`src/rtl/cpu_bus_pkg.sv`:
```
// Shared types and constants for the two-master CPU stb/ack bus arbiter.
// Imported by the interface, the arbiter top and the optional watchdog.
package cpu_bus_pkg;

  localparam int ADR_W = 32;
  localparam int DAT_W = 32;
  localparam int SEL_W = 4;

  typedef enum logic [1:0] {
    IDLE = 2'd0,
    GNT0 = 2'd1,
    GNT1 = 2'd2
  } arb_state_t;

  localparam logic [1:0] GNT_NONE = 2'b00;
  localparam logic [1:0] GNT_M0   = 2'b01;
  localparam logic [1:0] GNT_M1   = 2'b10;

  function automatic logic [1:0] gnt_decode(input arb_state_t st);
    logic [1:0] g;
    g = GNT_NONE;
    case (st)
      GNT0:    g = GNT_M0;
      GNT1:    g = GNT_M1;
      default: g = GNT_NONE;
    endcase
    return g;
  endfunction

endpackage

```
`src/rtl/bus_arbiter_if.sv`:
```
// Master-side requests, slave-side bus and status signals of the arbiter.
// The arbiter connects through the slave modport; the environment uses master.
interface bus_arbiter_if;
  import cpu_bus_pkg::*;

  logic             m0_stb_i;
  logic             m0_we_i;
  logic [ADR_W-1:0] m0_adr_i;
  logic [DAT_W-1:0] m0_dat_i;
  logic [SEL_W-1:0] m0_sel_i;
  logic             m0_ack_o;
  logic [DAT_W-1:0] m0_dat_o;

  logic             m1_stb_i;
  logic             m1_we_i;
  logic [ADR_W-1:0] m1_adr_i;
  logic [DAT_W-1:0] m1_dat_i;
  logic [SEL_W-1:0] m1_sel_i;
  logic             m1_ack_o;
  logic [DAT_W-1:0] m1_dat_o;

  logic             s_stb_o;
  logic             s_we_o;
  logic [ADR_W-1:0] s_adr_o;
  logic [DAT_W-1:0] s_dat_o;
  logic [SEL_W-1:0] s_sel_o;
  logic             s_ack_i;
  logic [DAT_W-1:0] s_dat_i;

  logic [1:0]       gnt_o;
  logic             timeout_o;

  modport slave (
    input  m0_stb_i, m0_we_i, m0_adr_i, m0_dat_i, m0_sel_i,
    output m0_ack_o, m0_dat_o,
    input  m1_stb_i, m1_we_i, m1_adr_i, m1_dat_i, m1_sel_i,
    output m1_ack_o, m1_dat_o,
    output s_stb_o, s_we_o, s_adr_o, s_dat_o, s_sel_o,
    input  s_ack_i, s_dat_i,
    output gnt_o, timeout_o
  );

  modport master (
    output m0_stb_i, m0_we_i, m0_adr_i, m0_dat_i, m0_sel_i,
    input  m0_ack_o, m0_dat_o,
    output m1_stb_i, m1_we_i, m1_adr_i, m1_dat_i, m1_sel_i,
    input  m1_ack_o, m1_dat_o,
    input  s_stb_o, s_we_o, s_adr_o, s_dat_o, s_sel_o,
    output s_ack_i, s_dat_i,
    input  gnt_o, timeout_o
  );

endinterface

```
`src/rtl/bus_watchdog.sv`:
```
// Wait-cycle counter with sticky timeout flag; only instantiated when
// BUS_TIMEOUT_EN is defined. expire is a combinational one-cycle strike.
module bus_watchdog
  import cpu_bus_pkg::*;
#(
  parameter int unsigned TIMEOUT_CYCLES = 255
) (
  input  logic clk,
  input  logic rst_ni,
  input  logic busy,
  input  logic stb,
  input  logic ack,
  output logic expire,
  output logic timeout
);

  localparam logic [15:0] CNT_LAST = 16'(TIMEOUT_CYCLES - 1);

  logic [15:0] cnt_q;

  // A real ack in the same cycle always beats the forced completion.
  assign expire = busy && stb && !ack && (cnt_q == CNT_LAST);

  always_ff @(posedge clk or negedge rst_ni) begin
    if (!rst_ni) begin
      cnt_q   <= '0;
      timeout <= 1'b0;
    end else begin
      if (!busy) begin
        cnt_q <= '0;
      end else if (stb && !ack && !expire) begin
        cnt_q <= cnt_q + 16'd1;
      end
      if (expire) begin
        timeout <= 1'b1;
      end
    end
  end

endmodule

```
`src/rtl/bus_arbiter.sv`:
```
// Two-master to one-slave stb/ack bus arbiter, round-robin or fixed priority.
// Define BUS_TIMEOUT_EN to add the wait-cycle watchdog and forced completion.
//
//  state | meaning
//  ------+---------------------------------------------------------------
//  IDLE  | no grant; strobes sampled at the edge to choose the next owner
//  GNT0  | m0 owns the slave bus until ack, abort or timeout
//  GNT1  | m1 owns the slave bus until ack, abort or timeout
module bus_arbiter
  import cpu_bus_pkg::*;
#(
  parameter bit          FIXED_PRIO     = 1'b0,
  parameter int unsigned TIMEOUT_CYCLES = 255
) (
  input logic       clk,
  input logic       rst_ni,
  bus_arbiter_if.slave bus
);

  if (TIMEOUT_CYCLES < 1 || TIMEOUT_CYCLES > 65535) begin : g_bad_timeout
    $error("bus_arbiter: TIMEOUT_CYCLES must be within 1..65535");
  end

  arb_state_t state_q, state_d;
  logic       last_m1_q, last_m1_d;
  logic       expire;

`ifdef BUS_TIMEOUT_EN
  logic cur_stb;

  assign cur_stb = (state_q == GNT0) ? bus.m0_stb_i :
                   (state_q == GNT1) ? bus.m1_stb_i : 1'b0;

  bus_watchdog #(
    .TIMEOUT_CYCLES(TIMEOUT_CYCLES)
  ) u_watchdog (
    .clk     (clk),
    .rst_ni  (rst_ni),
    .busy    (state_q != IDLE),
    .stb     (cur_stb),
    .ack     (bus.s_ack_i),
    .expire  (expire),
    .timeout (bus.timeout_o)
  );
`else
  assign expire        = 1'b0;
  assign bus.timeout_o = 1'b0;
`endif

  // last_m1 resets high so that m0 wins the first tie after reset.
  always_ff @(posedge clk or negedge rst_ni) begin
    if (!rst_ni) begin
      state_q   <= IDLE;
      last_m1_q <= 1'b1;
    end else begin
      state_q   <= state_d;
      last_m1_q <= last_m1_d;
    end
  end

  always_comb begin
    state_d      = state_q;
    last_m1_d    = last_m1_q;
    bus.s_stb_o  = 1'b0;
    bus.s_we_o   = 1'b0;
    bus.s_adr_o  = '0;
    bus.s_dat_o  = '0;
    bus.s_sel_o  = '0;
    bus.m0_ack_o = 1'b0;
    bus.m0_dat_o = '0;
    bus.m1_ack_o = 1'b0;
    bus.m1_dat_o = '0;

    case (state_q)
      IDLE: begin
        if (bus.m0_stb_i && bus.m1_stb_i) begin
          state_d = (FIXED_PRIO || last_m1_q) ? GNT0 : GNT1;
        end else if (bus.m0_stb_i) begin
          state_d = GNT0;
        end else if (bus.m1_stb_i) begin
          state_d = GNT1;
        end
      end

      GNT0: begin
        bus.s_stb_o  = bus.m0_stb_i && !expire;
        bus.s_we_o   = bus.m0_we_i;
        bus.s_adr_o  = bus.m0_adr_i;
        bus.s_dat_o  = bus.m0_dat_i;
        bus.s_sel_o  = bus.m0_sel_i;
        // An ack landing in the abort cycle belongs to nobody and is dropped.
        bus.m0_ack_o = (bus.m0_stb_i && bus.s_ack_i) || expire;
        if (bus.m0_stb_i && bus.s_ack_i) begin
          bus.m0_dat_o = bus.s_dat_i;
        end
        if (!bus.m0_stb_i || bus.s_ack_i || expire) begin
          state_d   = IDLE;
          last_m1_d = 1'b0;
        end
      end

      GNT1: begin
        bus.s_stb_o  = bus.m1_stb_i && !expire;
        bus.s_we_o   = bus.m1_we_i;
        bus.s_adr_o  = bus.m1_adr_i;
        bus.s_dat_o  = bus.m1_dat_i;
        bus.s_sel_o  = bus.m1_sel_i;
        bus.m1_ack_o = (bus.m1_stb_i && bus.s_ack_i) || expire;
        if (bus.m1_stb_i && bus.s_ack_i) begin
          bus.m1_dat_o = bus.s_dat_i;
        end
        if (!bus.m1_stb_i || bus.s_ack_i || expire) begin
          state_d   = IDLE;
          last_m1_d = 1'b1;
        end
      end

      default: begin
        state_d = IDLE;
      end
    endcase
  end

  assign bus.gnt_o = gnt_decode(state_q);

endmodule

```
`src/flat_wrapper.sv`:
```
// flat-port wrapper written by rule: the top's interface ports become plain ports
module bus_arbiter_flat import cpu_bus_pkg::*;
#(
  parameter bit          FIXED_PRIO     = 1'b0,
  parameter int unsigned TIMEOUT_CYCLES = 255
)
  (clk, rst_ni, bus_m0_stb_i, bus_m0_we_i, bus_m0_adr_i, bus_m0_dat_i, bus_m0_sel_i, bus_m0_ack_o, bus_m0_dat_o, bus_m1_stb_i, bus_m1_we_i, bus_m1_adr_i, bus_m1_dat_i, bus_m1_sel_i, bus_m1_ack_o, bus_m1_dat_o, bus_s_stb_o, bus_s_we_o, bus_s_adr_o, bus_s_dat_o, bus_s_sel_o, bus_s_ack_i, bus_s_dat_i, bus_gnt_o, bus_timeout_o);
  bus_arbiter_if bus_i ();
  input logic clk;
  input logic rst_ni;
  input wire logic [$bits(bus_i.m0_stb_i)-1:0] bus_m0_stb_i;
  input wire logic [$bits(bus_i.m0_we_i)-1:0] bus_m0_we_i;
  input wire logic [$bits(bus_i.m0_adr_i)-1:0] bus_m0_adr_i;
  input wire logic [$bits(bus_i.m0_dat_i)-1:0] bus_m0_dat_i;
  input wire logic [$bits(bus_i.m0_sel_i)-1:0] bus_m0_sel_i;
  output wire logic [$bits(bus_i.m0_ack_o)-1:0] bus_m0_ack_o;
  output wire logic [$bits(bus_i.m0_dat_o)-1:0] bus_m0_dat_o;
  input wire logic [$bits(bus_i.m1_stb_i)-1:0] bus_m1_stb_i;
  input wire logic [$bits(bus_i.m1_we_i)-1:0] bus_m1_we_i;
  input wire logic [$bits(bus_i.m1_adr_i)-1:0] bus_m1_adr_i;
  input wire logic [$bits(bus_i.m1_dat_i)-1:0] bus_m1_dat_i;
  input wire logic [$bits(bus_i.m1_sel_i)-1:0] bus_m1_sel_i;
  output wire logic [$bits(bus_i.m1_ack_o)-1:0] bus_m1_ack_o;
  output wire logic [$bits(bus_i.m1_dat_o)-1:0] bus_m1_dat_o;
  output wire logic [$bits(bus_i.s_stb_o)-1:0] bus_s_stb_o;
  output wire logic [$bits(bus_i.s_we_o)-1:0] bus_s_we_o;
  output wire logic [$bits(bus_i.s_adr_o)-1:0] bus_s_adr_o;
  output wire logic [$bits(bus_i.s_dat_o)-1:0] bus_s_dat_o;
  output wire logic [$bits(bus_i.s_sel_o)-1:0] bus_s_sel_o;
  input wire logic [$bits(bus_i.s_ack_i)-1:0] bus_s_ack_i;
  input wire logic [$bits(bus_i.s_dat_i)-1:0] bus_s_dat_i;
  output wire logic [$bits(bus_i.gnt_o)-1:0] bus_gnt_o;
  output wire logic [$bits(bus_i.timeout_o)-1:0] bus_timeout_o;
  assign bus_i.m0_stb_i = bus_m0_stb_i;
  assign bus_i.m0_we_i = bus_m0_we_i;
  assign bus_i.m0_adr_i = bus_m0_adr_i;
  assign bus_i.m0_dat_i = bus_m0_dat_i;
  assign bus_i.m0_sel_i = bus_m0_sel_i;
  assign bus_m0_ack_o = bus_i.m0_ack_o;
  assign bus_m0_dat_o = bus_i.m0_dat_o;
  assign bus_i.m1_stb_i = bus_m1_stb_i;
  assign bus_i.m1_we_i = bus_m1_we_i;
  assign bus_i.m1_adr_i = bus_m1_adr_i;
  assign bus_i.m1_dat_i = bus_m1_dat_i;
  assign bus_i.m1_sel_i = bus_m1_sel_i;
  assign bus_m1_ack_o = bus_i.m1_ack_o;
  assign bus_m1_dat_o = bus_i.m1_dat_o;
  assign bus_s_stb_o = bus_i.s_stb_o;
  assign bus_s_we_o = bus_i.s_we_o;
  assign bus_s_adr_o = bus_i.s_adr_o;
  assign bus_s_dat_o = bus_i.s_dat_o;
  assign bus_s_sel_o = bus_i.s_sel_o;
  assign bus_i.s_ack_i = bus_s_ack_i;
  assign bus_i.s_dat_i = bus_s_dat_i;
  assign bus_gnt_o = bus_i.gnt_o;
  assign bus_timeout_o = bus_i.timeout_o;
  bus_arbiter #(.FIXED_PRIO(FIXED_PRIO), .TIMEOUT_CYCLES(TIMEOUT_CYCLES)) u_core (.clk(clk), .rst_ni(rst_ni), .bus(bus_i));
endmodule
```
`config.mk`:
```
export PLATFORM = sky130hd
export DESIGN_NAME = bus_arbiter_flat
export DESIGN_NICKNAME = d
export VERILOG_FILES = /design/src/rtl/cpu_bus_pkg.sv /design/src/rtl/bus_arbiter_if.sv /design/src/rtl/bus_watchdog.sv /design/src/rtl/bus_arbiter.sv /design/src/flat_wrapper.sv
export SDC_FILE = /design/constraint.sdc
export NUM_CORES = 1
export LEC_CHECK = 0
export BUFFER_PORTS_ARGS = -buffer_cell sky130_fd_sc_hd__buf_2
export CAP_MARGIN = 10
export CORE_AREA = 2 2 122 124
export CTS_CLUSTER_DIAMETER = 30
export CTS_CLUSTER_SIZE = 10
export DETAILED_ROUTE_END_ITERATION = 8
export DIE_AREA = 0 0 124 126
export SLEW_MARGIN = 30
export SYNTH_ARGS = -nofsm -noshare
export SYNTH_HDL_FRONTEND = slang
export SYNTH_SLANG_ARGS = --single-unit
export TNS_END_PERCENT = 10
```
`constraint.sdc`:
```
create_clock -name clk -period 1.6 [get_ports clk]
set_input_delay 0.08 -clock clk [delete_from_list [all_inputs] [get_ports clk]]
set_output_delay 0.08 -clock clk [all_outputs]
set_load 0.02 [all_outputs]
```
# Word level (Yosys, flattened, before mapping)

Index checks and enable logic that the tools add are counted.

Register bits after elaboration: 3
Bits in latches: 0
Memory bits (writable): 0
Memory bits (read-only): 0
Input bits: 175
Output and inout port bits: 139
Word-level logic and storage cells: 40
Memories kept: 0

Add/sub/neg operators: 0
$mul: 0
Divide/modulo/power cells: 0
Order comparisons: 0
Equality and inequality tests: 5
Shifts and indexed selects: 0
Multiplexer cells: 22
Bitwise gates (word level): 0
Reductions and logical operators: 11

Operators by type and width:

| kind                 | number |
|---|---|
| $mux W32             | 4 |
| $pmux W32 S2         | 2 |
| $mux W2              | 6 |
| $pmux W4 S2          | 1 |
| $pmux W1 S2          | 3 |
| $pmux W2 S3          | 1 |
| $reduce_and A3 Y1    | 2 |
| $mux W1              | 4 |
| $ne A2 B1 Y1 const B | 2 |
| $ne A4 B3 Y1 const B | 1 |
| $pmux W2 S2          | 1 |
| $logic_and A1 B1 Y1  | 3 |
| $eq A2 B1 Y1 const B | 1 |
| $eq A2 B2 Y1 const B | 1 |
| $logic_not A1 Y1     | 2 |
| $logic_not A2 Y1     | 1 |
| $logic_or A1 B1 Y1   | 2 |
| $reduce_bool A2 Y1   | 1 |

# Logic depth before layout (Yosys ltp)

Gate-level depths: netlist of run 1.

Depth after elaboration: 4
Mapped depth: 7
Mapped depth without buffers: 5

# Least setup slack after synthesis of run 1

Ideal clock, no wire load.

Kind: register to output
Start: register u_core.state_q[0]
End: output bus_s_dat_o[10]
Data arrival time: 1.499 ns
Required time: 1.520 ns
Slack: 0.021 ns
Stages on the path, launching flop included: 8
Buffers on the path: 3
Cell sequence: dfrtp_1 inv_1 ha_1 buf_6 buf_4 buf_4 a22oi_1 nor2b_1

Word-level cells in the longest chain between the ends: 2
Elaborated cells on any way between the ends: 3
Classes of those cells: eq/ne (2); mux (1)

RTL lines:

| element                                      | RTL line           | text |
|---|---|---|
| start: declaration                           | bus_arbiter.sv:24  | `arb_state_t state_q, state_d;` |
| start signal: assignment                     | bus_arbiter.sv:56  | `state_q <= state_d;` |
| $eq A2 B2 Y1 or $eq A2 B1 Y1 (tied branches) | bus_arbiter.sv:74  | `case (state_q)` |
| $pmux W32 S2 *                               | bus_arbiter.sv:74  |  |
| end: declaration                             | flat_wrapper.sv:28 | `output wire logic [$bits(bus_i.s_dat_o)-1:0] bus_s_dat_o;` |

Mark *: on every way between the ends. The rest lies on a longest branch, timed or not.

# Worst setup path in the final report of run 1

Start: register u_core.state_q[0]
End: output bus_s_dat_o[4]

Same word-level chain as after synthesis.

==> metrics.txt, run 1 <==
PnR Total Power 6.80 mW; Die Width 124 microns; dpl hpwl 9490 microns; kind of critical path reg2out; Clock Skews 0.00121 ns; flops & latches, synth 3; Nets 756; share of cells above drive strength 1 69.4%; CP endpoint kind output pin; Synth area leader a22oi_1; GRT Util Overall 12.7%; antenna violations before repair 1; met2 routed wirelength 6120 microns; FP Rows 44; routed vias/inst 4.15; Die H 126 microns; main area contributors after synthesis a22oi_1 (29%), nor2b_1 (24%), and2_1 (22%); top cell type's share of synthesized area 28.6%; WL/cell 15.4 microns; via count 3,155; path type of the worst min-delay path in2async; crit path DAT 1.70 ns; Residual DRC 0; Hold Vio Cnt, Final 0; R2R depth 7; number of DRC markers in iteration 0 58; Post-Syn Area per Cell 6.96 sq um; Syn Nets 440; CP peak stage delay 0.45 ns; CTS tree built; Critical Path RT 1.52 ns; Max Slew Vio Count 0; Tcrit/Tclk final 111%; fin util 31.9%; Max-cap violations 0; Peak VDD IR 0.532 mV; DR WL met3 899 microns; Post-Synthesis Cell Area 1810 sq um; startpoint types flip-flop; ANT nets after route 0; area grow syn2layout 153%; Floorplan Core Area 14,300 sq um; Crit-path slowest cell dfrtp_2; sequential share of the synthesized area 4.22%; first-pass GRT wire length 15,200 microns; total gr overflow 0; cts bufs inserted 3; DRT Pass-1 Iters 4; Yosys warnings 0; Critical Path, Cell by Cell inv_4 > ha_4 > buf_12 > buf_12 > a22oi_1 > nor2b_1 > buf_2; I/O pin count 314; R2R Path Start u_core.state_q[0]; wl on met1 4550 microns; Setup violations, final 127; CTS max path bufs 2; Cell variety after synth 27; RSZ-0062 raised after global routing true; Crit Path Max Fanout 11; Setup WS post-layout -0.176 ns; Top Layer Used met4; port buffer count 312; Fmax achieved 563 MHz; final wirelength 11,700 microns; largest net degree at the start of global routing 46; Final Wtd Congestion 0.780; R2R Setup Slk -0.05 ns; Tmin final 1.78 ns; Pwr Density 1490 nW/um^2; worst flop-to-flop path endpoint u_core.state_q[0]; leakage 2.25 nW; CP dominant cell by count buf_12; clock root buffer master clkbuf_16; Initial Util 12.6%; CTS HTree Levels 1; failing checks setup timing; status finished with violations; vias in the first global route 2,791; overall die area 15,600 sq um; CTS Sinks 3; clk_lat worst skew 0.23 ns; Reg clk slew, reported paths 0.03 ns; Cells after Synth 260
[routing by layer]
metal  GRT usage (%)  up-vias
li1                -     1536
met1            14.7     1440
met2            24.7      171
met3           0.951        8
met4            2.97        0
met5               0        -
[layout by cell type (no fill, tap or decap), drive strengths merged, types with 2 or more instances in the layout]
master / n
inv: 3
ha: 5
nor2b: 69
and2: 64
a22oi: 70
dfrtp: 2
buf: 339
clkbuf: 6
and3: 2
[cell usage after synthesis]
master and number:
a211o_1 1, a22oi_1 69, a22oi_4 1, and2_1 64, and2b_2 1, and3_2 2, buf_2 10, buf_4 8
buf_6 2, clkbuf_1 7, clkbuf_2 4, conb_1 1, dfrtp_1 2, dfstp_2 1, ha_1 5, inv_1 3
mux2_4 1, nand2_1 1, nand2b_1 1, nand3_1 1, nor2_1 1, nor2b_1 69, nor3_1 1, o2111a_1 1
o21ai_2 1, o22ai_1 1, o2bb2ai_1 1
[per-stage QoR]
stage	setup TNS (ns)	worst slack, ns	hold slack, ns	std cells	area [sq um]
detailed placement	-0.0507	-0.0268	-0.114	747	3710
CTS	-11.01	-0.141	0.188	756	4310
finish	-10.08	-0.176	0.183	760	4570
global placement	0	0.00484	-0.119	747	3710
global route	-19.11	-0.249	0.210	760	4570
floorplan	0	0.0210	-0.216	260	1810
[how the worst max path moves through the flow]
stage / slack [ns] / endpoint / cells after the start / startpoint
floorplan: 0.02 / bus_s_dat_o[10] / 7 / u_core.state_q[0]
global placement: 0.005 / bus_s_stb_o / 6 / u_core.state_q[0]
detailed placement: -0.03 / u_core.state_q[0] / 6 / u_core.state_q[0]
CTS: -0.14 / bus_s_dat_o[22] / 7 / u_core.state_q[1]
global route: -0.25 / bus_s_dat_o[4] / 7 / u_core.state_q[1]
finish: -0.18 / bus_s_dat_o[4] / 7 / u_core.state_q[0]
[state kept, by name, indices dropped and copies added (netlist names)]
| name | flops |
|---|---|
| u_core.state_q | 2 |
| u_core.last_m1_q | 1 |
[power breakdown]
group | total [mW] | leakage, nW | internal, mW | switching (mW)
clock network | 0.402 | 0.0382 | 0.329 | 0.0727
logic | 6.24 | 2.18 | 3.08 | 3.15
registers | 0.162 | 0.0347 | 0.119 | 0.0426
total | 6.80 | 2.25 | 3.53 | 3.27
[critical path: cells and delay by family (launching register included)]
family	cells	cell delay, ns
buf+inv	4	0.59
flops	1	0.45
fa+ha+maj	1	0.17
simple gates	1	0.15
compound gates	1	0.09
[cells by family (layout without fill, tap and decap cells)]
group	Yosys count	in the layout	share of synthesized area, %
AO/OA/AOI/OAI	75	75	32.2
multiplexers	1	1	0.829
AND/OR/NAND/NOR	141	141	48.6
other	1	2	0.207
flip-flops	3	3	4.22
buffers and inverters	34	349	10.5
adder cells (fa/ha/maj)	5	5	3.46
[final cells by class]
cell class / instances / area [sq um]
Timing Repair Buffer: 342 / 2380
Antenna cell: 1 / 2.50
Clock buffer: 4 / 78.8
Inverter: 3 / 13.8
Fill cell: 1527 / 9740
Multi-Input combinational cell: 223 / 1790
Sequential cell: 3 / 77.6
Tap cell: 184 / 230
[repair_timing]
item | in CTS | in global routing
endpoints found under the hold margin | 3 | 0
setup endpoints to repair | 137 | 138
cloned | 0 | 2
gates resized for setup | 156 | 53
buffers inserted | 4 | 1
pin swaps | 2 | 1
hold buffers | 1 | 0
Power figures use the tool's default switching activity.
==> inputs of run 2 (changes only) <==
--- a/config.mk
+++ b/config.mk
@@ -7,13 +7,14 @@
 export LEC_CHECK = 0
 export BUFFER_PORTS_ARGS = -buffer_cell sky130_fd_sc_hd__buf_2
 export CAP_MARGIN = 10
-export CORE_AREA = 2 2 122 124
+export CORE_AREA = 2 2 121 123
 export CTS_CLUSTER_DIAMETER = 30
 export CTS_CLUSTER_SIZE = 10
 export DETAILED_ROUTE_END_ITERATION = 8
-export DIE_AREA = 0 0 124 126
+export DIE_AREA = 0 0 123 125
 export SLEW_MARGIN = 30
 export SYNTH_ARGS = -nofsm -noshare
 export SYNTH_HDL_FRONTEND = slang
+export SYNTH_HIERARCHICAL = 1
 export SYNTH_SLANG_ARGS = --single-unit
 export TNS_END_PERCENT = 10
==> metrics.txt, run 2 <==
Peak VDD IR 0.696 mV (+31%); leakage 2.23 nW (-0.89%); R2R Setup Slk 0.02 ns (+0.07 ns); I/O pin count 314 (unchanged); CP endpoint kind output pin; commonest non-fill, non-tap cells in the layout buf_2 (193), nor2b_1 (69), buf_4 (66); Tcrit/Tclk final 107% (-3.6 points); cts bufs inserted 3 (unchanged); Pwr Density 1460 nW/um^2 (-1.8%); Post-Syn Area per Cell 6.88 sq um (-1.2%); Synth area leader a22oi_1; Final Wtd Congestion 0.737 (-5.6%); RSZ-0062 raised after global routing true; FP Rows 44 (unchanged); Max-cap violations 0 (unchanged); startpoint types flip-flop; area grow syn2layout 158%; Post-synth EDFFs 0 (unchanged); GRT met1 Usage 14.9% (+0.22 points); critical path startpoint u_core/state_q[1]; Critical Path RT 1.52 ns (about the same); Cells after Synth 260 (unchanged); synth cell count leaders a22oi_1 (70), nor2b_1 (70), and2_1 (64); busiest grt layer met2; kind of critical path reg2out; clock root buffer master clkbuf_16; Die Width 123 microns (-0.81%); Tmin final 1.72 ns (-0.0570 ns); Fmax achieved 582 MHz (+3.3%); Die H 125 microns (-0.79%); worst flop-to-flop path endpoint u_core/last_m1_q; total gr overflow 0 (unchanged); largest net degree at the start of global routing 38 (-17%); GR Util met2 24.1% (-0.64 points); R2R Path Start u_core/state_q[0]; ANT nets after route 0 (unchanged); status finished with violations; number of DRC markers in iteration 0 94 (+62%); Setup WS post-layout -0.118 ns (+0.0570 ns); Clock Skews 0.00122 ns (+0.0000142 ns); WL/cell 15.6 microns (+1.4%); GRT Util Overall 13.2% (+0.54 points); setup TNS -9.53 ns (+0.553 ns); flops & latches, synth 3 (unchanged); Cell variety after synth 24 (-11%); Yosys warnings 6 (+6); max reg flops 2 (unchanged); Nets 745 (-1.5%); routed vias/inst 4.20 (+1.2%); CTS tree built; commonest non-fill, non-tap cell in the layout buf_2; path type of the worst min-delay path in2async; Setup violations, final 134 (+5.5%); dpl hpwl 8480 microns (-11%); CTS Sinks 3 (unchanged); Floorplan Core Area 14,200 sq um (-0.77%); vias in the first global route 2,923 (+4.7%); via count 3,147 (-0.25%); top_reg_cell synth dfrtp_1; overall die area 15,400 sq um (-1.6%); crit path to bus_s_dat_o[16]; CTS HTree Levels 1 (unchanged); Initial Util 12.6% (-0.061 points); Post-DP Area 3620 sq um (-2.5%); Post-Synthesis Cell Area 1790 sq um (-1.2%); Crit Path Max Fanout 37 (+26); Syn Nets 440 (unchanged); largest registers u_core/state_q x2, u_core/last_m1_q x1; failing checks setup timing; met3 Usage GRT 4.38% (+3.4 points); ys async rst share 100% (unchanged); fin util 32.4% (+0.50 points); CTS max path bufs 2 (unchanged); Max Slew Vio Count 0 (unchanged); top cell type's share of synthesized area 29.4% (+0.78 points); post-route cell area 4610 sq um (+0.79%); antenna violations before repair 3 (+2); first-pass GRT wire length 15,600 microns (+2.7%); share of cells above drive strength 1 68.1% (-1.3 points); Reg clk slew, reported paths 0.03 ns (about the same); R2R depth 6 (-1); Hold Vio Cnt, Final 0 (unchanged); Top reg by flops u_core/state_q; clk_lat worst skew 0.22 ns (about the same); crit path DAT 1.64 ns (-0.06 ns); port buffer count 312 (unchanged); Residual DRC 0 (unchanged); final wirelength 11,700 microns (-0.10%); sequential share of the synthesized area 4.27% (+0.053 points); PnR Total Power 6.73 mW (-0.98%); DRT Pass-1 Iters 4 (unchanged); main area contributors after synthesis a22oi_1 (29%), nor2b_1 (24%), and2_1 (22%)
run 2: cell count changes in the layout (fill, tap and decap cells not counted), moves of 3 or more:
cell / before / now
buf_2: 187 / 193
buf_4: 112 / 66
buf_6: 29 / 58
a22oi_1: 30 / 33
run 2: critical path, stage by stage, from the launching register on:
cell and delay (ns):
dfrtp_1 0.37, inv_2 0.12, ha_4 0.22, buf_12 0.22, a22oi_1 0.11, nor2b_1 0.17, buf_4 0.17
run 2: worst min-delay path by stage:
stage	start	to	slack (ns)
6_report	rst_ni	u_core/state_q[1]	0.22
5_1_grt	rst_ni	u_core/state_q[1]	0.26
4_1_cts	rst_ni	u_core/state_q[1]	0.22
3_5_place_dp	rst_ni	u_core/state_q[1]	-0.11
3_3_place_gp	rst_ni	u_core/state_q[1]	-0.11
2_1_floorplan	rst_ni	u_core/state_q[0]	-0.22
run 2: report_power, final:
part	total (mW)	internal, mW	switching, mW
Sequential	0.143	0.116	0.0263
Clock	0.396	0.329	0.0669
Combinational	6.20	3.06	3.13
run 2: what timing repair did:
action | in CTS | in global routing
hold endpoints to repair | 3 | 0
buffers inserted | 3 | 0
hold buffers | 1 | 0
cloned | 4 | 0
pin swaps | 3 | 6
setup endpoints to repair | 138 | 139
resized for setup | 102 | 128
run 2: layout make-up:
cell class | count | area (sq um)
multi-input combinational | 222 | 1790
antenna | 1 | 2.50
tap | 184 | 230
timing repair buffer | 331 | 2410
sequential | 3 | 76.3
fill | 1468 | 9600
clock buffer | 4 | 78.8
inverter | 4 | 15.0
run 2: cells by family (layout without fill, tap and decap cells):
kind of cell / Yosys count / count (layout) / synth area share [%]
and+or+nand+nor: 137 / 137 / 47.9
DFF: 3 / 3 / 4.27
muxes: 1 / 1 / 0.840
adders and majority gates: 5 / 5 / 3.50
AOI/OAI and AO/OA: 78 / 78 / 33.5
buffers and inverters: 35 / 339 / 9.80
other: 1 / 2 / 0.210
run 2: stage by stage:
step | instances | hold slack (ns) | setup slack, ns
6_report | 749 | 0.223 | -0.118
5_1_grt | 749 | 0.258 | -0.212
4_1_cts | 749 | 0.220 | -0.128
3_5_place_dp | 737 | -0.110 | -0.00941
3_3_place_gp | 737 | -0.115 | 0.00407
2_1_floorplan | 260 | -0.216 | 0.0488
run 2: metal layers:
| metal | share of wire (%) | vias up |
|---|---|---|
| met5 | 0.20 | - |
| met4 | 0.70 | 4 |
| met3 | 10 | 10 |
| met2 | 51 | 180 |
| met1 | 38 | 1437 |
| li1 | - | 1516 |
